===== src/rtl/instr_fetch_unit.sv =====
// Fetch unit: latches the PC, issues a single-beat memory read, and holds the word for the decoder.
// Optional macro FETCH_PERF_CNT_EN adds fetch_count/stall_count performance counters.
module instr_fetch_unit #(
  parameter int ADDR_W = 14,
  parameter int DATA_W = 16
) (
  input  logic              clk,
  input  logic              rst_n,
  input  logic              fetch_en,
  input  logic              flush,
  input  logic [ADDR_W-1:0] pc_addr,
  output logic              pc_increment,
  output logic              mem_req,
  output logic [ADDR_W-1:0] mem_addr,
  input  logic              mem_ready,
  input  logic [DATA_W-1:0] mem_rdata,
  output logic              instr_valid,
  output logic [DATA_W-1:0] instr,
  input  logic              instr_ready
`ifdef FETCH_PERF_CNT_EN
  ,
  output logic [15:0]       fetch_count,
  output logic [15:0]       stall_count
`endif
);

  typedef enum logic [2:0] {IDLE, LATCH, REQ, VALID, DRAIN} state_t;

  state_t            state;
  logic [ADDR_W-1:0] addr_q;
  logic              inc_q;

  // A flush in the first VALID cycle suppresses the pulse so the PC load wins.
  assign pc_increment = inc_q & ~flush;
  assign mem_addr     = addr_q;

  always_ff @(posedge clk or negedge rst_n) begin
    if (!rst_n) begin
      state       <= IDLE;
      addr_q      <= '0;
      instr       <= '0;
      inc_q       <= 1'b0;
      mem_req     <= 1'b0;
      instr_valid <= 1'b0;
    end else begin
      inc_q <= 1'b0;
      case (state)
        IDLE: begin
          if (fetch_en) state <= LATCH;
        end
        LATCH: begin
          addr_q <= pc_addr;
          if (!flush) begin
            mem_req <= 1'b1;
            state   <= REQ;
          end
        end
        REQ: begin
          if (mem_ready) begin
            mem_req <= 1'b0;
            if (flush) begin
              state <= LATCH;
            end else begin
              instr       <= mem_rdata;
              inc_q       <= 1'b1;
              instr_valid <= 1'b1;
              state       <= VALID;
            end
          end else if (flush) begin
            // The request cannot be withdrawn; wait it out and drop the data.
            state <= DRAIN;
          end
        end
        VALID: begin
          if (flush) begin
            instr_valid <= 1'b0;
            state       <= LATCH;
          end else if (instr_ready) begin
            instr_valid <= 1'b0;
            state       <= fetch_en ? LATCH : IDLE;
          end
        end
        DRAIN: begin
          if (mem_ready) begin
            mem_req <= 1'b0;
            state   <= LATCH;
          end
        end
        default: state <= IDLE;
      endcase
    end
  end

`ifdef FETCH_PERF_CNT_EN
  always_ff @(posedge clk or negedge rst_n) begin
    if (!rst_n) begin
      fetch_count <= '0;
      stall_count <= '0;
    end else begin
      if (state == VALID && instr_ready)
        fetch_count <= fetch_count + 16'd1;
      if ((state == REQ || state == DRAIN) && !mem_ready)
        stall_count <= stall_count + 16'd1;
    end
  end
`endif

endmodule


===== config.mk =====
export PLATFORM = sky130hd
export DESIGN_NAME = instr_fetch_unit
export DESIGN_NICKNAME = d
export VERILOG_FILES = /design/src/rtl/instr_fetch_unit.sv
export SDC_FILE = /design/constraint.sdc
export NUM_CORES = 1
export LEC_CHECK = 0
export ABC_AREA = 1
export CORE_ASPECT_RATIO = 0.6
export CORE_MARGIN = 1
export CORE_UTILIZATION = 42
export DETAILED_ROUTE_END_ITERATION = 8
export MAX_ROUTING_LAYER = met4
export PLACE_DENSITY_LB_ADDON = 0.25
export SETUP_SLACK_MARGIN = 0.15
export SLEW_MARGIN = 20
export SYNTH_ARGS = -nofsm -noshare
export SYNTH_HDL_FRONTEND = slang
export SYNTH_SLANG_ARGS = --single-unit

===== constraint.sdc =====
create_clock -name clk -period 1.71 [get_ports clk]
set_input_delay 0.513 -clock clk [delete_from_list [all_inputs] [get_ports clk]]
set_output_delay 0.513 -clock clk [all_outputs]
set_load 0.005 [all_outputs]

==> results.md, run 1 <==
* Outcome: complete, no violations
* Max-slew violation count at 0
* Lkg Pwr at 1.25 nW
* Reg-to-reg startpoint: state[2]
* Worst setup SP type: input port
* Vias per cell at around 4.9
* # clock sinks at 36
* Clock Path Buffers at 2
* Final period utilization at 0.894
* Actual slew at the worst max-slew pin at 411 ps
* Avg WL per Cell at ~14 µm
* Final Hold Viols at 0
* PwrDens at roughly 1600 nW/µm²
* Part of the power in combinational logic at 0.452
* Clk_lat worst skew at 280 ps
* CTS Buf Count at 5
* Sw Share at 0.337
* Depth of the worst register-to-register path at 3
* Fin crit period at 1530 ps
* CTS tree: done
* H-tree depth at 2
* Dpl hpwl at approximately 2.8 mm
* HP Class: in -> async
* Vias in the first global route at 1403
* Antenna violations before repair at 0
* Worst path cell trace: clkdlybuf4s50_1, buf_4, nor2_1, nand4_1, nand2_2, inv_1, nand3_1, nand2_1
* Post-Synthesis Cells at 153
* Drt first pass iters at 4
* Top cell type's share of synthesized area at 0.565
* Diode count at 0
* Crit path kind: in -> reg
* CP peak stage delay at 440 ps
* Synth Register Bits at 36
* Syn nets at 189
* Row Count at 16
* Cell Int Power at 2.53 mW
* Initial DRC Count at 69
* DR vias at 1352
* Die X at 81.6 µm
* Hold_ws at approximately 150 ps
* P_sw at around 1.3 mW
* Hold_buf cts at 0
* Largest net degree at the start of global routing at 21
* # IOs at slightly below 70
* Post-synth EDFFs at 0
* First-pass GRT wire length at around 6.5 mm
* Setup violators final at 0
* Bufs and invs on worst path at 3
* Critical Path Stages at 8
* Overflow after GRT at 0
* WP data required at between 1500 and 2000 ps
* Layout cells sized above 1 at 0.185
* Total GRT Usage at 0.224
* Area of the core at 3440 µm²
* Slew headroom at 0.726
* Avg Inst Size Synth at 10.4 µm²
* Critical path peak fanout at 4
* GP Congestion at 0.861
* Area growth, synth to finish at 50.8%
* Top-count cell post-synth: nand2_1
* Maximum VDD drop at approximately 0.00089 V
* Clk pwr share at 0.147
* CTS root buffer: clkbuf_8
* RSZ-0062 raised after global routing: false
* Clk_skew at about 1.4 ps
* Routed WL at 3.84 mm
* CP max stage cell: clkdlybuf4s50_1
* Post-layout power at 3.83 mW
* Worst path top cell family by delay: buffers and inverters
* Post-synth top flop: dfrtp_1
* Fin Setup TNS at 0 ps
* Die height at 49.7 µm
* Power share of the sequential group at 0.401
* CP startpoint: mem_ready
* Synth Warn # at 0
* Total Die Area at 4060 µm²
* Dominant cells by area after synthesis: dfrtp_1 (56%), nand2_1 (14%), mux2_4 (7.5%)
* I/O Buffers at 68
* CP Capture Type: flop
* Residual DRC at 0
* Post-layout net count at 269
* Initial Utilization at 0.463
* Register area share after synthesis at 0.565
* Synth cell count leaders: nand2_1 (60), dfrtp_1 (36), mux2_4 (8), nor2_1 (8)
* Asr flop ratio synth at 1.00
* Crit path arrival time at ~1700 ps
* Mapped cell area at 1600 µm²
* Synth cell types at 25
* Post-route ant nets at 0
* Dominant cell type by area after synthesis: dfrtp_1
* Max_cap viols at 0
* Clock-pin slew on the worst setup and hold paths at approximately 70 ps
* Max Freq at 0.654 GHz
[flip-flops by register name, indices dropped and copies added (netlist names)]
| signal | flops |
|---|---|
| inc_q | 1 |
| instr | 16 |
| instr_valid | 1 |
| mem_addr | 14 |
| mem_req | 1 |
| state | 3 |
[final timing paths]
| check | slack (ps) | endpoint |
|---|---|---|
| max reg2reg | 330 | mem_addr[4] |
| max in group asynchronous | 1110 | mem_addr[8] |
| min reg2reg | 480 | instr[1] |
| min in group clk | 480 | instr[1] |
| min | 150 | instr[4] |
| max | 180 | state[0] |
[worst register-to-register path: stages (launching register included)]
cell and delay [ps]:
dfrtp_1 530, inv_4 100, nand3_4 260, mux2_2 380
[area by class of cell]
cell class	instances	area [µm²]
fillers	284	1040
flip-flops and latches	36	901
repair buffers	77	722
multi-input cells	104	608
clock buffers	6	72.6
well taps	45	56.3
inverters	9	41.3
clock inverters	1	5.00
[per-layer routing]
| metal | global-route usage | vias up | routed length [µm] |
|---|---|---|---|
| met5 | - | - | 0 |
| li1 | - | 647 | - |
| met4 | 0.0655 | 0 | 23 |
| met2 | 0.343 | 48 | 1820 |
| met3 | 0.0704 | 3 | 235 |
| met1 | 0.285 | 654 | 1750 |
[placed cells by master (no fill, tap or decap), drive strengths merged]
cell type       n
mux2           14
nor3            2
clkbuf          7
nor4            1
o21ai           1
dfrtp          36
nand2          61
a21oi           1
inv             9
buf            10
nand3b          1
dlygate4sd2    33
nor2           10
nand3           7
clkdlybuf4s50  33
o21bai          2
or2             1
nand4           3
clkinv          1
[per-stage QoR]
stage / cell area [µm²] / utilization / instances / setup slack (ps)
6_report: 2410 / 0.699 / 278 / 182
4_1_cts: 2380 / 0.690 / 276 / 112
3_5_place_dp: 2320 / 0.674 / 266 / -349
2_1_floorplan: 1600 / - / 153 / 450
5_1_grt: 2410 / 0.699 / 278 / 98.6
3_3_place_gp: 2320 / 0.674 / 266 / -337
[cells by family after synthesis]
| group | after synthesis | share of synthesized area |
|---|---|---|
| AND/OR/NAND/NOR | 86 | 0.242 |
| flip-flops | 36 | 0.565 |
| multiplexers | 14 | 0.118 |
| buffers and inverters | 13 | 0.0573 |
| AO/OA/AOI/OAI | 4 | 0.0180 |
[power groups by stage]
stage / clock network (mW) / logic [mW] / registers [mW]
finish: 0.561 / 1.73 / 1.53
global route: 0.607 / 1.90 / 1.60
CTS: 0.574 / 1.73 / 1.53
detailed placement: 0 / 1.94 / 1.56
global placement: 0 / 1.89 / 1.54
floorplan: 0 / 0.973 / 1.53
[repair_timing]
action,4_1_cts,5_1_grt
resized for setup,34,4
gates cloned,0,0
buffers inserted,3,2
setup endpoints to repair,37,19
pin swaps,0,1
No activity file was read; power rests on OpenSTA's default activity.
==> run 2: changes to the inputs <==
--- a/config.mk
+++ b/config.mk
@@ -9,6 +9,7 @@
 export CORE_ASPECT_RATIO = 0.6
 export CORE_MARGIN = 1
 export CORE_UTILIZATION = 42
+export CTS_CLUSTER_DIAMETER = 40
 export DETAILED_ROUTE_END_ITERATION = 8
 export MAX_ROUTING_LAYER = met4
 export PLACE_DENSITY_LB_ADDON = 0.25
==> results of run 2 <==
Same layout as run 1: the final DEF is identical, and so are final timing and power.
==> run 3: changes to the inputs <==
--- a/config.mk
+++ b/config.mk
@@ -6,9 +6,11 @@
 export NUM_CORES = 1
 export LEC_CHECK = 0
 export ABC_AREA = 1
+export CELL_PAD_IN_SITES_DETAIL_PLACEMENT = 0
+export CELL_PAD_IN_SITES_GLOBAL_PLACEMENT = 2
 export CORE_ASPECT_RATIO = 0.6
 export CORE_MARGIN = 1
-export CORE_UTILIZATION = 42
+export CORE_UTILIZATION = 24
 export CTS_CLUSTER_DIAMETER = 40
 export DETAILED_ROUTE_END_ITERATION = 8
 export MAX_ROUTING_LAYER = met4
==> run 3 against run 2 <==
Fmax grew 3.2%. Cell area is 4.2% higher. Critical endpoint is now pc_increment. Combinational power rose by 2%. Routed wire length rose by 0.42%. Register-to-register slack lost 30 ps. Non-clock buffer count up 3. Die area rose by 72%. Critical path depth down 5. Setup slack better by 47 ps.
==> results.md, run 3 (synthesis results as in run 1) <==
* M1 WL at 2.08 mm (was 1.75 mm)
* Initial DRC Count at 42 (was 69)
* Avg WL per Cell at 12.0 µm (was 13.8 µm)
* Max Freq at 0.675 GHz (was 0.654 GHz)
* Largest register FFs at 16 (unchanged)
* Non-Filler Instances at 321 (was 278)
* Clock-pin slew on the worst setup and hold paths at 80 ps (was 70 ps)
* Area of the multi-input gates at 603 µm² (was 608 µm²)
* Commonest non-fill, non-tap cell in the layout: nand2_1 (unchanged)
* Post-layout power at 4.01 mW (was 3.83 mW)
* Worst path top cell family by delay: buffers and inverters (unchanged)
* CP Capture Type: output pin (was flop)
* Drt first pass iters at 4 (unchanged)
* Total Die Area at 6990 µm² (was 4060 µm²)
* FILL cells at 635 (was 284)
* Slew headroom at 0.725 (was 0.726)
* Worst setup margin at 229 ps (was 182 ps)
* Post-layout net count at 272 (was 269)
* Final period utilization at 0.866 (was 0.894)
* Initial Utilization at 0.255 (was 0.463)
* Outcome: complete, no violations (unchanged)
* Die X at 107 µm (was 81.6 µm)
* Placed Instances at 307 (was 266)
* Overflow after GRT at 0 (unchanged)
* Layout cells sized above 1 at 0.194 (was 0.185)
* Bufs and invs on worst path at 2 (was 3)
* # clock sinks at 36 (unchanged)
* CP max stage cell: dlygate4sd2_1 (was clkdlybuf4s50_1)
* Residual DRC at 0 (unchanged)
* Worst path cell trace: dlygate4sd2_1, nor2_1, clkbuf_2 (was clkdlybuf4s50_1, buf_4, nor2_1, nand4_1, nand2_2, inv_1, nand3_1, nand2_1)
* CTS Buf Count at 5 (unchanged)
* GP Congestion at 0.811 (was 0.861)
* Post-route ant nets at 0 (unchanged)
* Fin crit period at 1480 ps (was 1530 ps)
* Total GRT Usage at 0.124 (was 0.224)
* Die height at 65.2 µm (was 49.7 µm)
* Maximum VDD drop at 0.000430 V (was 0.000895 V)
* Area of the core at 6250 µm² (was 3440 µm²)
* HP Class: in -> async (unchanged)
* Diode count at 0 (unchanged)
* Vias per cell at 3.98 (was 4.86)
* Antenna violations before repair at 0 (unchanged)
* CTS root buffer: clkbuf_8 (unchanged)
* Critical path peak fanout at 2 (was 4)
* Area growth, synth to finish at 57.1% (was 50.8%)
* Routed WL at 3.85 mm (was 3.84 mm)
* Crit path arrival time at 970 ps (was 1700 ps)
* Row Count at 22 (was 16)
* DP Area at 2400 µm² (was 2320 µm²)
* CP peak stage delay at 240 ps (was 440 ps)
* RSZ-0062 raised after global routing: false (unchanged)
* Wire length on met3 at 305 µm (was 235 µm)
* DR vias at 1279 (was 1352)
* I/O Buffers at 68 (unchanged)
* Commonest non-fill, non-tap cells in the layout: nand2_1 (60), dfrtp_1 (36), clkdlybuf4s50_1 (33), dlygate4sd2_1 (33), buf_4 (10) (was nand2_1 (59), dfrtp_1 (36), clkdlybuf4s50_1 (33), dlygate4sd2_1 (33), mux2_4 (8))
* Vias in the first global route at 1314 (was 1403)
* Depth of the worst register-to-register path at 3 (unchanged)
* Actual slew at the worst max-slew pin at 412 ps (was 411 ps)
* WL met2 at 1.46 mm (was 1.82 mm)
* First-pass GRT wire length at 6.38 mm (was 6.50 mm)
* WP data required at 1200 ps (was 1880 ps)
* Clk_skew at 6.95 ps (was 1.43 ps)
* Final core area utilization at 0.401 (was 0.699)
* Max_cap viols at 0 (unchanged)
* Crit path kind: in -> out (was in -> reg)
* # IOs at 69 (unchanged)
* Final Hold Viols at 0 (unchanged)
* Largest net degree at the start of global routing at 21 (unchanged)
* CTS tree: done (unchanged)
* H-tree depth at 2 (unchanged)
* Clk_lat worst skew at 280 ps (about the same)
* Pre-CTS setup slack at -351 ps (was -349 ps)
* Final instance area at 2510 µm² (was 2410 µm²)
* Lkg Pwr at 1.28 nW (was 1.25 nW)
* Setup violators final at 0 (unchanged)
* Worst setup SP type: input port (unchanged)
* Largest register by flop count: instr (unchanged)
* Dpl hpwl at 2.81 mm (was 2.83 mm)
* Storage cell area at 901 µm² (unchanged)
* Critical Path Stages at 3 (was 8)
* Max-slew violation count at 0 (unchanged)
* Max Used Layer: met3 (was met4)
* Clock Path Buffers at 2 (unchanged)
* PwrDens at 1600 nW/µm² (was 1590 nW/µm²)
run 3: final cells by class:
cell class              count  share of cell area
clock buffers               5              0.0275
clock inverters             3              0.0170
inverters                   9              0.0165
multi-input cells         104               0.241
flip-flops and latches     36               0.359
well taps                  84              0.0419
repair buffers             80               0.297
run 3: timing repair:
item | CTS | global route
resized for setup | 34 | 2
setup buffers | 6 | 0
hold buffers | 0 | 0
hold endpoints to repair | 0 | 0
pin swaps | 0 | 0
setup endpoints to repair | 33 | 1
run 3: worst paths after layout:
check	endpoint	startpoint	slack [ps]
max reg2reg	mem_addr[6]	state[2]	300
max	pc_increment	flush	230
min	mem_addr[10]	rst_n	150
min reg2reg	instr[9]	instr[9]	480
max in group asynchronous	instr[4]	rst_n	1110
min in group clk	instr[9]	instr[9]	480
run 3: routing by layer:
metal	track usage	up-vias
li1	-	656
met3	0.0377	0
met4	0.0411	0
met2	0.170	46
met1	0.172	577
met5	-	-
run 3: stage by stage:
stage / hold WS (ps) / setup TNS, ps
6_report: 148 / 0
3_3_place_gp: 466 / -1930
5_1_grt: 146 / 0
2_1_floorplan: 217 / 0
4_1_cts: 146 / 0
3_5_place_dp: 468 / -2040
run 3: worst register-to-register path, delay by kind of cell (launching register included):
family / cells / cell delay, ps
flip-flops: 1 / 500
multiplexers: 1 / 400
AND/OR/NAND/NOR: 1 / 260
buffers and inverters: 1 / 140
run 3: power by group:
part / switching, mW / internal (mW)
clock network: 0.304 / 0.431
logic: 0.739 / 1.04
registers: 0.240 / 1.26
total: 1.28 / 2.73
